==> config.mk <==
export PLATFORM = sky130hd
export DESIGN_NAME = fetch_stage_wide_flat
export DESIGN_NICKNAME = d
export VERILOG_FILES = /design/src/rtl/fetch_pkg.sv /design/src/rtl/fetch_stage_wide_if.sv /design/src/rtl/fetch_rsp_fifo.sv /design/src/rtl/fetch_stage_wide.sv /design/src/flat_wrapper.sv
export SDC_FILE = /design/constraint.sdc
export NUM_CORES = 1
export LEC_CHECK = 0
export ABC_AREA = 1
export BUFFER_PORTS_ARGS = -buffer_cell sky130_fd_sc_hd__buf_4
export CAP_MARGIN = 20
export CELL_PAD_IN_SITES_DETAIL_PLACEMENT = 0
export CELL_PAD_IN_SITES_GLOBAL_PLACEMENT = 1
export CORE_MARGIN = 10
export CORE_UTILIZATION = 47
export CTS_CLUSTER_SIZE = 10
export DETAILED_ROUTE_END_ITERATION = 8
export PLACE_DENSITY = 0.91
export SETUP_SLACK_MARGIN = 0.1
export SLEW_MARGIN = 20
export SYNTH_ARGS = -nofsm -noshare
export SYNTH_HDL_FRONTEND = slang
export SYNTH_SLANG_ARGS = --single-unit
==> constraint.sdc <==
create_clock -name clock -period 16.93 [get_ports clock]
set_clock_uncertainty 0.1 [all_clocks]
set_input_delay 0.8465 -clock clock [delete_from_list [all_inputs] [get_ports clock]]
set_output_delay 0.8465 -clock clock [all_outputs]
set_load 0.01 [all_outputs]
==> src/rtl/fetch_pkg.sv <==
// ============================================================================
// Package : fetch_pkg
// Shared constants and packet/epoch types for the wide fetch stage.
// Rev     : 1.0
// ============================================================================
`default_nettype none

`ifndef FETCH_PKG_XLEN
`define FETCH_PKG_XLEN 32
`endif
`ifndef FETCH_PKG_FW
`define FETCH_PKG_FW 2
`endif
`ifndef FETCH_PKG_EPOCH_W
`define FETCH_PKG_EPOCH_W 2
`endif

package fetch_pkg;

    localparam logic [31:0] NOP = 32'h0000_0013;

    typedef logic [`FETCH_PKG_EPOCH_W-1:0] epoch_t;

    typedef struct packed {
        logic [`FETCH_PKG_FW*32-1:0] inst;
        logic [`FETCH_PKG_FW-1:0]    slot_valid;
        logic [`FETCH_PKG_XLEN-1:0]  pc;
        logic [`FETCH_PKG_XLEN-1:0]  npc;
    } fetch_pkt_t;

    function automatic logic [31:0] slot_or_nop(input logic valid, input logic [31:0] word);
        return valid ? word : NOP;
    endfunction

endpackage

`default_nettype wire

==> src/rtl/fetch_stage_wide_if.sv <==
// ============================================================================
// Interface : fetch_stage_wide_if
// Instruction-memory request/response channels and fetch-packet output channel.
// Rev       : 1.0
// ============================================================================
`default_nettype none

interface fetch_stage_wide_if #(
    parameter int XLEN        = 32,
    parameter int FETCH_WIDTH = 2,
    parameter int EPOCH_W     = 2
);
    logic                     imem_req_valid;
    logic                     imem_req_ready;
    logic [XLEN-1:0]          imem_req_addr;
    logic [EPOCH_W-1:0]       imem_req_tag;
    logic                     imem_rsp_valid;
    logic [FETCH_WIDTH*32-1:0] imem_rsp_data;
    logic [EPOCH_W-1:0]       imem_rsp_tag;
    logic                     out_valid;
    logic                     out_ready;
    logic [FETCH_WIDTH*32-1:0] out_inst;
    logic [FETCH_WIDTH-1:0]   out_slot_valid;
    logic [XLEN-1:0]          out_pc;
    logic [XLEN-1:0]          out_npc;

    modport master (
        output imem_req_valid, imem_req_addr, imem_req_tag,
        input  imem_req_ready,
        input  imem_rsp_valid, imem_rsp_data, imem_rsp_tag,
        output out_valid, out_inst, out_slot_valid, out_pc, out_npc,
        input  out_ready
    );

    modport slave (
        input  imem_req_valid, imem_req_addr, imem_req_tag,
        output imem_req_ready,
        output imem_rsp_valid, imem_rsp_data, imem_rsp_tag,
        input  out_valid, out_inst, out_slot_valid, out_pc, out_npc,
        output out_ready
    );
endinterface

`default_nettype wire

==> src/rtl/fetch_rsp_fifo.sv <==
// ============================================================================
// Module : fetch_rsp_fifo
// Synchronous FIFO with flush; backs both in-flight tracking and response buffering.
// Rev    : 1.0
// ============================================================================
`default_nettype none

module fetch_rsp_fifo #(
    parameter  int WIDTH = 8,
    parameter  int DEPTH = 2,
    localparam int AW    = (DEPTH > 1) ? $clog2(DEPTH) : 1,
    localparam int CW    = $clog2(DEPTH + 1)
) (
    input  logic             clock,
    input  logic             reset_n,
    input  logic             flush,
    input  logic             push,
    input  logic [WIDTH-1:0] push_data,
    input  logic             pop,
    output logic [WIDTH-1:0] head,
    output logic             empty,
    output logic [CW-1:0]    count
);

    logic [WIDTH-1:0] mem [DEPTH];
    logic [AW-1:0]    rd_ptr;
    logic [AW-1:0]    wr_ptr;
    logic             do_push;
    logic             do_pop;

    function automatic logic [AW-1:0] ptr_next(input logic [AW-1:0] p);
        return (p == AW'(DEPTH - 1)) ? '0 : p + 1'b1;
    endfunction

    assign do_push = push && (count != CW'(DEPTH));
    assign do_pop  = pop && (count != '0);
    assign empty   = (count == '0);
    assign head    = mem[rd_ptr];

    always_ff @(posedge clock or negedge reset_n) begin
        if (!reset_n) begin
            rd_ptr <= '0;
            wr_ptr <= '0;
            count  <= '0;
        end else if (flush) begin
            rd_ptr <= '0;
            wr_ptr <= '0;
            count  <= '0;
        end else begin
            if (do_push) wr_ptr <= ptr_next(wr_ptr);
            if (do_pop)  rd_ptr <= ptr_next(rd_ptr);
            count <= count + CW'(do_push) - CW'(do_pop);
        end
    end

    // Storage carries no reset; an empty FIFO never exposes it as valid.
    always_ff @(posedge clock) begin
        if (do_push && !flush) mem[wr_ptr] <= push_data;
    end

endmodule

`default_nettype wire

==> src/rtl/fetch_stage_wide.sv <==
// ============================================================================
// Module : fetch_stage_wide
// Block-wide instruction fetch with credit-limited outstanding requests and epoch squash.
// Rev    : 1.0
// ============================================================================
`default_nettype none

module fetch_stage_wide
    import fetch_pkg::*;
#(
    parameter int              XLEN            = 32,
    parameter int              FETCH_WIDTH     = 2,
    parameter int              MAX_OUTSTANDING = 2,
    parameter int              EPOCH_W         = 2,
    parameter logic [XLEN-1:0] RESET_PC        = '0
) (
    input  logic               clock,
    input  logic               reset_n,
    input  logic               redirect_valid,
    input  logic [XLEN-1:0]    redirect_pc,
    input  logic               fetch_stall,
    fetch_stage_wide_if.master bus
);

    localparam int BLOCK_BYTES = FETCH_WIDTH * 4;
    localparam int CW          = $clog2(MAX_OUTSTANDING + 1);
    localparam int TRK_W       = XLEN + EPOCH_W;
    localparam int PKT_W       = FETCH_WIDTH * 32 + FETCH_WIDTH + 2 * XLEN;

    logic [XLEN-1:0]           pc;
    logic [EPOCH_W-1:0]        epoch;
    logic [CW-1:0]             credit;
    logic [CW-1:0]             credit_rel;
    logic                      run;

    logic [XLEN-1:0]           pc_base;
    logic                      req_hs;
    logic                      out_hs;

    logic [TRK_W-1:0]          trk_head;
    logic                      trk_empty;
    logic [CW-1:0]             trk_count;
    logic [XLEN-1:0]           trk_pc;
    logic [EPOCH_W-1:0]        trk_epoch;
    logic [XLEN-1:0]           trk_base;

    logic                      rsp_stale;
    logic                      rsp_push;
    logic                      rsp_drop;
    logic [FETCH_WIDTH-1:0]    rsp_mask;
    logic [FETCH_WIDTH*32-1:0] rsp_inst;
    logic [XLEN-1:0]           rsp_npc;

    logic [PKT_W-1:0]          pkt_in;
    logic [PKT_W-1:0]          pkt_head;
    logic                      pkt_empty;
    logic [CW-1:0]             pkt_count;
    logic [FETCH_WIDTH*32-1:0] head_inst;
    logic [FETCH_WIDTH-1:0]    head_mask;
    logic [XLEN-1:0]           head_pc;
    logic [XLEN-1:0]           head_npc;

    // ---------------- request channel ----------------
    assign pc_base            = pc & ~XLEN'(BLOCK_BYTES - 1);
    assign bus.imem_req_valid = run && !redirect_valid && !fetch_stall
                                && (credit < CW'(MAX_OUTSTANDING));
    assign bus.imem_req_addr  = pc_base;
    assign bus.imem_req_tag   = epoch;
    assign req_hs             = bus.imem_req_valid && bus.imem_req_ready;

    fetch_rsp_fifo #(
        .WIDTH (TRK_W),
        .DEPTH (MAX_OUTSTANDING)
    ) u_trk_q (
        .clock     (clock),
        .reset_n   (reset_n),
        .flush     (1'b0),
        .push      (req_hs),
        .push_data ({pc, epoch}),
        .pop       (bus.imem_rsp_valid),
        .head      (trk_head),
        .empty     (trk_empty),
        .count     (trk_count)
    );

    // ---------------- response matching ----------------
    assign trk_pc    = trk_head[TRK_W-1:EPOCH_W];
    assign trk_epoch = trk_head[EPOCH_W-1:0];
    assign trk_base  = trk_pc & ~XLEN'(BLOCK_BYTES - 1);
    assign rsp_npc   = trk_base + XLEN'(BLOCK_BYTES);

    assign rsp_stale = redirect_valid || (bus.imem_rsp_tag != epoch) || (trk_epoch != epoch);
    assign rsp_push  = bus.imem_rsp_valid && !rsp_stale;
    assign rsp_drop  = bus.imem_rsp_valid && rsp_stale;

    // Slots before the word the PC points into belong to the previous path.
    if (FETCH_WIDTH == 1) begin : g_single
        assign rsp_mask = '1;
    end else begin : g_multi
        localparam int OFF_W = $clog2(FETCH_WIDTH);
        logic [OFF_W-1:0] first_slot;
        assign first_slot = trk_pc[OFF_W+1:2];
        for (genvar i = 0; i < FETCH_WIDTH; i++) begin : g_mask
            assign rsp_mask[i] = (OFF_W'(i) >= first_slot);
        end
    end

    for (genvar i = 0; i < FETCH_WIDTH; i++) begin : g_slot
        assign rsp_inst[32*i +: 32] = slot_or_nop(rsp_mask[i], bus.imem_rsp_data[32*i +: 32]);
    end

    assign pkt_in = {rsp_inst, rsp_mask, trk_pc, rsp_npc};

    fetch_rsp_fifo #(
        .WIDTH (PKT_W),
        .DEPTH (MAX_OUTSTANDING)
    ) u_pkt_q (
        .clock     (clock),
        .reset_n   (reset_n),
        .flush     (redirect_valid),
        .push      (rsp_push),
        .push_data (pkt_in),
        .pop       (out_hs),
        .head      (pkt_head),
        .empty     (pkt_empty),
        .count     (pkt_count)
    );

    // ---------------- output channel ----------------
    assign {head_inst, head_mask, head_pc, head_npc} = pkt_head;

    assign bus.out_valid      = !pkt_empty && !redirect_valid;
    assign bus.out_inst       = pkt_empty ? {FETCH_WIDTH{NOP}} : head_inst;
    assign bus.out_slot_valid = pkt_empty ? '0 : head_mask;
    assign bus.out_pc         = pkt_empty ? '0 : head_pc;
    assign bus.out_npc        = pkt_empty ? '0 : head_npc;
    assign out_hs             = bus.out_valid && bus.out_ready;

    // A redirect flushes the buffer, returning every buffered entry's credit at once.
    assign credit_rel = redirect_valid ? pkt_count : CW'(out_hs);

    always_ff @(posedge clock or negedge reset_n) begin
        if (!reset_n) begin
            pc     <= RESET_PC;
            epoch  <= '0;
            credit <= '0;
            run    <= 1'b0;
        end else begin
            run    <= 1'b1;
            credit <= credit + CW'(req_hs) - CW'(rsp_drop) - credit_rel;
            if (redirect_valid) begin
                pc    <= redirect_pc;
                epoch <= epoch + 1'b1;
            end else if (req_hs) begin
                pc <= pc_base + XLEN'(BLOCK_BYTES);
            end
        end
    end

    a_rsp_has_owner: assert property (@(posedge clock) disable iff (!reset_n)
        bus.imem_rsp_valid |-> !trk_empty);

    a_credit_bound: assert property (@(posedge clock) disable iff (!reset_n)
        credit <= CW'(MAX_OUTSTANDING));

    a_credit_sum: assert property (@(posedge clock) disable iff (!reset_n)
        {1'b0, credit} == ((CW+1)'(trk_count) + (CW+1)'(pkt_count)));

endmodule

`default_nettype wire
==> src/flat_wrapper.sv <==
// flat-port wrapper written by rule: the top's interface ports become plain ports
module fetch_stage_wide_flat import fetch_pkg::*;
#(
    parameter int              XLEN            = 32,
    parameter int              FETCH_WIDTH     = 2,
    parameter int              MAX_OUTSTANDING = 2,
    parameter int              EPOCH_W         = 2,
    parameter logic [XLEN-1:0] RESET_PC        = '0
)
  (clock, reset_n, redirect_valid, redirect_pc, fetch_stall, bus_imem_req_valid, bus_imem_req_addr, bus_imem_req_tag, bus_imem_req_ready, bus_imem_rsp_valid, bus_imem_rsp_data, bus_imem_rsp_tag, bus_out_valid, bus_out_inst, bus_out_slot_valid, bus_out_pc, bus_out_npc, bus_out_ready);
  fetch_stage_wide_if #(.XLEN(XLEN), .FETCH_WIDTH(FETCH_WIDTH), .EPOCH_W(EPOCH_W)) bus_i ();
  input  logic clock;
  input  logic reset_n;
  input  logic redirect_valid;
  input  logic [XLEN-1:0] redirect_pc;
  input  logic fetch_stall;
  output wire logic [$bits(bus_i.imem_req_valid)-1:0] bus_imem_req_valid;
  output wire logic [$bits(bus_i.imem_req_addr)-1:0] bus_imem_req_addr;
  output wire logic [$bits(bus_i.imem_req_tag)-1:0] bus_imem_req_tag;
  input wire logic [$bits(bus_i.imem_req_ready)-1:0] bus_imem_req_ready;
  input wire logic [$bits(bus_i.imem_rsp_valid)-1:0] bus_imem_rsp_valid;
  input wire logic [$bits(bus_i.imem_rsp_data)-1:0] bus_imem_rsp_data;
  input wire logic [$bits(bus_i.imem_rsp_tag)-1:0] bus_imem_rsp_tag;
  output wire logic [$bits(bus_i.out_valid)-1:0] bus_out_valid;
  output wire logic [$bits(bus_i.out_inst)-1:0] bus_out_inst;
  output wire logic [$bits(bus_i.out_slot_valid)-1:0] bus_out_slot_valid;
  output wire logic [$bits(bus_i.out_pc)-1:0] bus_out_pc;
  output wire logic [$bits(bus_i.out_npc)-1:0] bus_out_npc;
  input wire logic [$bits(bus_i.out_ready)-1:0] bus_out_ready;
  assign bus_imem_req_valid = bus_i.imem_req_valid;
  assign bus_imem_req_addr = bus_i.imem_req_addr;
  assign bus_imem_req_tag = bus_i.imem_req_tag;
  assign bus_i.imem_req_ready = bus_imem_req_ready;
  assign bus_i.imem_rsp_valid = bus_imem_rsp_valid;
  assign bus_i.imem_rsp_data = bus_imem_rsp_data;
  assign bus_i.imem_rsp_tag = bus_imem_rsp_tag;
  assign bus_out_valid = bus_i.out_valid;
  assign bus_out_inst = bus_i.out_inst;
  assign bus_out_slot_valid = bus_i.out_slot_valid;
  assign bus_out_pc = bus_i.out_pc;
  assign bus_out_npc = bus_i.out_npc;
  assign bus_i.out_ready = bus_out_ready;
  fetch_stage_wide #(.XLEN(XLEN), .FETCH_WIDTH(FETCH_WIDTH), .MAX_OUTSTANDING(MAX_OUTSTANDING), .EPOCH_W(EPOCH_W), .RESET_PC(RESET_PC)) u_core (.clock(clock), .reset_n(reset_n), .redirect_valid(redirect_valid), .redirect_pc(redirect_pc), .fetch_stall(fetch_stall), .bus(bus_i));
endmodule
==> qor.yml, run 1 <==
final_area_um2: 19440
cts_hold_buffers: 0
vias_per_cell: 5.075
combPwrFrac: 0.220
crit_path_end_kind: "output port"
cts.repair.resized: 0
grt-ovfl-total: 0
post_dp_cell_area_um2: 18230
first_global_vias: 11199
max_freq_mhz: 239.7
critPathLaunchType: "flop"
internal-power_uw: 1734
holdWs_ps: 242.2
initial_core_util: 0.4783
grt_use_total: 0.1818
clock-sinks: 365
fin_ws_ps: 12760
clk_pin_slew_ps: 60
die_h_um: 205.0
seqPwrFrac: 0.456
fin_tns_setup_ps: 0
irDropWorstVdd_uv: 63.60
grt_max_degree: 94
diodes: 0
ios: 271
ant_nets: 0
yosysWarningCount: 0
dp.final_hpwl_um: 26880
synthesis.instances: 1532
slew_headroom: 0.2900
avgSynthCellArea_um2: 10.50
dp_slack_ps: 13020
crit_arrival_ps: 3230
gp_congestion: 0.8847
post_cts_buffers: 0
die_x_um: 205.0
swShare: 0.2960
setup_violations: 0
first_iter_violations: 805
syn_area_um2: 16080
placementRows: 67
ys_ff_latch: 365
htree_levels: 2
setup.worst_path.class: "reg2out"
core_um2: 33620
dieArea_um2: 42010
area_growth_pct: 20.88
final_util: 0.5782
cts_buffers: 43
drcViolationCount: 0
vias: 11318
drtPass1Iterations: 5
cts_root_buffer: "clkbuf_16"
hold_violations: 0
ys_seq_area_frac: 0.6677
netlist-cell-type-count: 39
io_buffers: 264
drv_cap: 0
final_net_count: 1877
outcome: "complete, no violations"
slew_violations: 0
p_sw_uw: 729.2
power.leakage_uw: 0.007992
antenna_found_initial: 0
cts_tree: "yes"
totalWireLength_um: 39540
tightest_slew_ps: 1065
critical_path_required_ps: 15980
rsz0062_at_grt: "false"
post-route-min-period_ps: 4172
min_path_type: "in2async"
clk_latency_ps: 530
clock_tree.buffer_depth: 3
p_clk_frac: 0.324
post-route-period-util: 0.2464
p_per_area_nw_per_um2: 126.8
wl_per_cell_um: 17.73
grt_pass1_wl_um: 61000
path_max_fanout: 93
final_layout_size_suffix_gt1_frac: 0.2149
-- worst max-delay path, cell delays in order, from the launching register on --
cell and delay (ps):
dfrtp_1 430, nor2_4 650, buf_4 890, inv_1 320, nand3_1 160, buf_4 130
-- cell usage in the layout, fill, tap and decap left out, drive strengths merged --
| master | Yosys | routed |
|---|---|---|
| a21boi | 1 | 1 |
| a21oi | 121 | 121 |
| a22o | 3 | 3 |
| a31oi | 1 | 1 |
| and2 | 1 | 1 |
| buf | 47 | 275 |
| clkbuf | 46 | 58 |
| clkinv | 1 | 5 |
| conb | 2 | 7 |
| dfrtp | 45 | 45 |
| edfxtp | 320 | 320 |
| fa | 1 | 1 |
| ha | 7 | 7 |
| inv | 108 | 109 |
| nand2 | 569 | 569 |
| nand3 | 57 | 57 |
| nand3b | 2 | 2 |
| nand4 | 2 | 2 |
| nor2 | 121 | 121 |
| nor3 | 2 | 2 |
| o211ai | 5 | 5 |
| o21ai | 20 | 20 |
| o21bai | 5 | 5 |
| o221ai | 1 | 1 |
| o22ai | 1 | 1 |
| or2 | 5 | 5 |
| xnor2 | 7 | 7 |
| xor2 | 31 | 31 |
-- routing by layer --
layer / part of all wire / global-route usage
met5: 0 / 0
met3: 0.081 / 0.03822
met2: 0.48 / 0.2965
met4: 0.023 / 0.05329
met1: 0.42 / 0.2404
-- per-stage QoR --
stage | power, uW | cells
detailed placement | 1688 | 2167
CTS | 2489 | 2230
global route | 2587 | 2230
finish | 2464 | 2230
floorplan | 1485 | 1537
global placement | 1671 | 2166
-- final cells by class --
class                   instances  area, um^2
fillers                      2776       14180
flip-flops and latches        365       10740
multi-input cells             970        4432
repair buffers                275        2088
clock buffers                  58        1164
well taps                     448       560.5
inverters                     109       414.1
clock inverters                 5       38.79
-- synth_stat cells (all sizes together) --
| master | count | share of area |
|---|---|---|
| fa | 1 | 0.0012 |
| ha | 7 | 0.0054 |
| edfxtp | 320 | 0.60 |
| dfrtp | 45 | 0.070 |
| and2 | 1 | 0.00039 |
| a22o | 3 | 0.0016 |
| o211ai | 5 | 0.0023 |
| nand3 | 57 | 0.018 |
| a21boi | 1 | 0.00047 |
| nor2 | 121 | 0.032 |
| conb | 2 | 0.00047 |
| xor2 | 31 | 0.017 |
| nand3b | 2 | 0.00093 |
| inv | 108 | 0.025 |
| o22ai | 1 | 0.00039 |
| clkbuf | 46 | 0.011 |
| o21bai | 5 | 0.0023 |
| o221ai | 1 | 0.00054 |
| nand2 | 569 | 0.14 |
| xnor2 | 7 | 0.0038 |
| or2 | 5 | 0.0019 |
| o21ai | 20 | 0.0065 |
| a21oi | 121 | 0.038 |
| buf | 47 | 0.023 |
| nand4 | 2 | 0.00078 |
| nor3 | 2 | 0.00062 |
| clkinv | 1 | 0.00023 |
| a31oi | 1 | 0.00039 |
-- registers in the layout (all words and copies together), names as in the netlist --
register                 count
u_core.u_trk_q.mem          68
u_core.run                   1
u_core.u_pkt_q.count         2
u_core.u_trk_q.rd_ptr        1
u_core.bus.imem_req_tag      2
u_core.u_pkt_q.mem         252
u_core.u_trk_q.wr_ptr        1
u_core.pc                   32
u_core.u_pkt_q.wr_ptr        1
u_core.credit                2
u_core.u_trk_q.count         2
u_core.u_pkt_q.rd_ptr        1
-- power by group through the flow --
| stage | clock (uW) | sequential, uW | combinational [uW] |
|---|---|---|---|
| after floorplan | 0 | 1130 | 356 |
| after global placement | 0 | 1140 | 534 |
| after detailed placement | 0 | 1140 | 548 |
| after CTS | 817 | 1120 | 550 |
| after global routing | 854 | 1130 | 605 |
| final | 798 | 1120 | 543 |
-- final timing paths --
kind	start	endpoint	slack, ps	cells after the start
hold reg to reg	u_core.credit[0]	u_core.credit[0]	380	1
hold / removal	reset_n	u_core.pc[8]	240	1
setup reg to reg	u_core.u_trk_q.rd_ptr	u_core.u_pkt_q.mem[0][73]	13540	8
min in group clock	u_core.credit[0]	u_core.credit[0]	380	1
setup / recovery	u_core.u_pkt_q.count[0]	bus_out_inst[4]	12760	5
max in group asynchronous	reset_n	u_core.u_pkt_q.rd_ptr	16030	1
-- logic make-up after synthesis --
group / synth area share
and+or+nand+nor: 0.1931
DFF: 0.6677
buffers and inverters: 0.05914
AOI/OAI and AO/OA: 0.05222
xor gates and xnor gates: 0.02070
adders and majority gates: 0.006692
other: 0.0004671
No activity file was read; power rests on OpenSTA's default activity.
==> inputs of run 2 (changes only) <==
--- a/config.mk
+++ b/config.mk
@@ -11,10 +11,10 @@
 export CELL_PAD_IN_SITES_DETAIL_PLACEMENT = 0
 export CELL_PAD_IN_SITES_GLOBAL_PLACEMENT = 1
 export CORE_MARGIN = 10
-export CORE_UTILIZATION = 47
+export CORE_UTILIZATION = 44
 export CTS_CLUSTER_SIZE = 10
 export DETAILED_ROUTE_END_ITERATION = 8
-export PLACE_DENSITY = 0.91
+export PLACE_DENSITY = 0.86
 export SETUP_SLACK_MARGIN = 0.1
 export SLEW_MARGIN = 20
 export SYNTH_ARGS = -nofsm -noshare
==> constraint.sdc (replaced) <==
create_clock -name clock -period 4.4 [get_ports clock]
set_clock_uncertainty 0.1 [all_clocks]
set_input_delay 0.22 -clock clock [delete_from_list [all_inputs] [get_ports clock]]
set_output_delay 0.22 -clock clock [all_outputs]
set_load 0.01 [all_outputs]
==> run 2 against run 1 <==
  * Combinational power rose to 4.0 times the previous value
  * Global-route usage barely moved
  * Sequential share of layout area down 2.9 points
  * Worst hold slack got worse by 230 ps
  * Total power grew to 3.9 times the previous value
  * Clock power grew to 4.0 times the previous value
  * First-iteration DRC count shrank 3.5%
  * Count of clock-buffer cells in the layout is 3 higher
  * Cell count up 5.4%
  * Register-to-register slack got worse by 12000 ps
==> qor.yml, run 2 (synthesis results as in run 1) <==
outcome: "complete, no violations"
clock-sinks: 365
post-route-min-period_ps: 3199
irDropWorstVdd_uv: 237.3
io_buffers: 264
top_regs: "u_core.u_pkt_q.mem (252), u_core.u_trk_q.mem (68), u_core.pc (32)"
hold_start: "bus_imem_rsp_data[21]"
die_x_um: 211.2
initial_core_util: 0.4488
clk_latency_ps: 530
dp_slack_ps: 1214
grt_pass1_wl_um: 65140
placementRows: 69
antenna_found_initial: 1
htree_levels: 2
ant_nets: 0
post_cts_buffers: 0
rsz0062_at_grt: "false"
slew_headroom: 0.2988
top_register: "u_core.u_pkt_q.mem"
cts_tree: "yes"
clk_pin_slew_ps: 50
critPathLaunchType: "flop"
core_um2: 35830
final_layout_size_suffix_gt1_frac: 0.2070
crit_arrival_ps: 3260
path_max_fanout: 80
power.leakage_uw: 0.008450
ios: 271
dp.final_hpwl_um: 27740
hold_violations: 0
dieArea_um2: 44590
final_net_count: 1980
post-route-period-util: 0.7271
post_dp_cell_area_um2: 18290
layout_commonest_cell: "nand2_1"
gp_congestion: 0.8322
cts_root_buffer: "clkbuf_16"
final_util: 0.5730
cts_hold_buffers: 97
clock_tree.buffer_depth: 3
grt_max_degree: 95
min_path_type: "in2reg"
fin_tns_setup_ps: 0
dp.cells: 2185
final_cell_mix: "nand2_1, edfxtp_1, buf_4"
first_iter_violations: 777
grt_use_total: 0.1820
setup.worst_path.class: "reg2reg"
fin_ws_ps: 1201
crit_path_end_kind: "flop"
worstSetupStartpoint: "u_core.u_trk_q.rd_ptr"
vias: 11602
cts.repair.resized: 0
max_freq_mhz: 312.6
critical_path_required_ps: 4460
grt-ovfl-total: 0
die_h_um: 211.2
totalWireLength_um: 41100
drv_cap: 0
setup_violations: 0
r2r_start: "u_core.u_trk_q.rd_ptr"
final_area_um2: 20530
fin_cells: 2351
wl_per_cell_um: 17.48
first_global_vias: 11814
area_growth_pct: 27.67
largest_reg_flops: 252
cts_buffers: 44
drcViolationCount: 0
tightest_slew_ps: 1052
drtPass1Iterations: 5
p_per_area_nw_per_um2: 473.3
slew_violations: 0
vias_per_cell: 4.935
regToRegSetupSlack_ps: 1200
-- run 2: changes by cell type in the layout (fill, tap and decap cells not counted), sizes merged --
cell         previous run  this run
inv                   109       110
buf                   275       280
dlygate4sd3             0        97
clkbuf                 58        61
bufinv                  0         1
diode                   0         1
-- run 2: layer usage --
metal,vias up,GRT usage,routed length [um]
met5,-,0,0
met4,0,0.04296,788
met3,54,0.04065,2916
met2,380,0.3010,19780
met1,5487,0.2390,17620
li1,5681,-,-
-- run 2: where the power goes --
| part | leakage, uW | total (uW) | internal, uW | switching [uW] |
|---|---|---|---|---|
| Sequential | 0.00344 | 4330 | 4170 | 156 |
| Clock | 0.000616 | 3210 | 1930 | 1280 |
| Combinational | 0.00439 | 2180 | 740 | 1440 |
-- run 2: stage by stage --
step | hold WS [ps] | power [uW]
floorplan | -175.6 | 5715
global placement | 172.8 | 6469
detailed placement | 172.1 | 6527
CTS | 2.070 | 9818
global route | 5.420 | 10230
finish | 16.10 | 9716
-- run 2: final timing paths --
| kind | end | cells past startpoint |
|---|---|---|
| worst max-delay path | u_core.u_pkt_q.mem[1][17] | 9 |
| worst min-delay path | u_core.u_pkt_q.mem[0][87] | 3 |
| worst max register to register | u_core.u_pkt_q.mem[1][17] | 9 |
| worst min register to register | u_core.credit[0] | 1 |
| max in group asynchronous | u_core.u_pkt_q.rd_ptr | 2 |
| min in group asynchronous | u_core.run | 2 |
-- run 2: critical path: stages, from the launching register on --
cell and delay [ps]:
dfrtp_1 320, buf_4 370, inv_2 350, nand2_1 130, nand2_1 60, xor2_1 150, nor2_2 130, nand3_1 180
nor2_4 510, buf_12 400
-- run 2: final cells by class --
cell class	count	area (um^2)
Antenna cell	1	2.502
Clock buffer	61	1196
Clock inverter	7	70.07
Fill cell	2954	15300
Inverter	109	414.1
Multi-Input combinational cell	970	4432
Sequential cell	365	10740
Tap cell	461	576.8
Timing Repair Buffer	377	3098
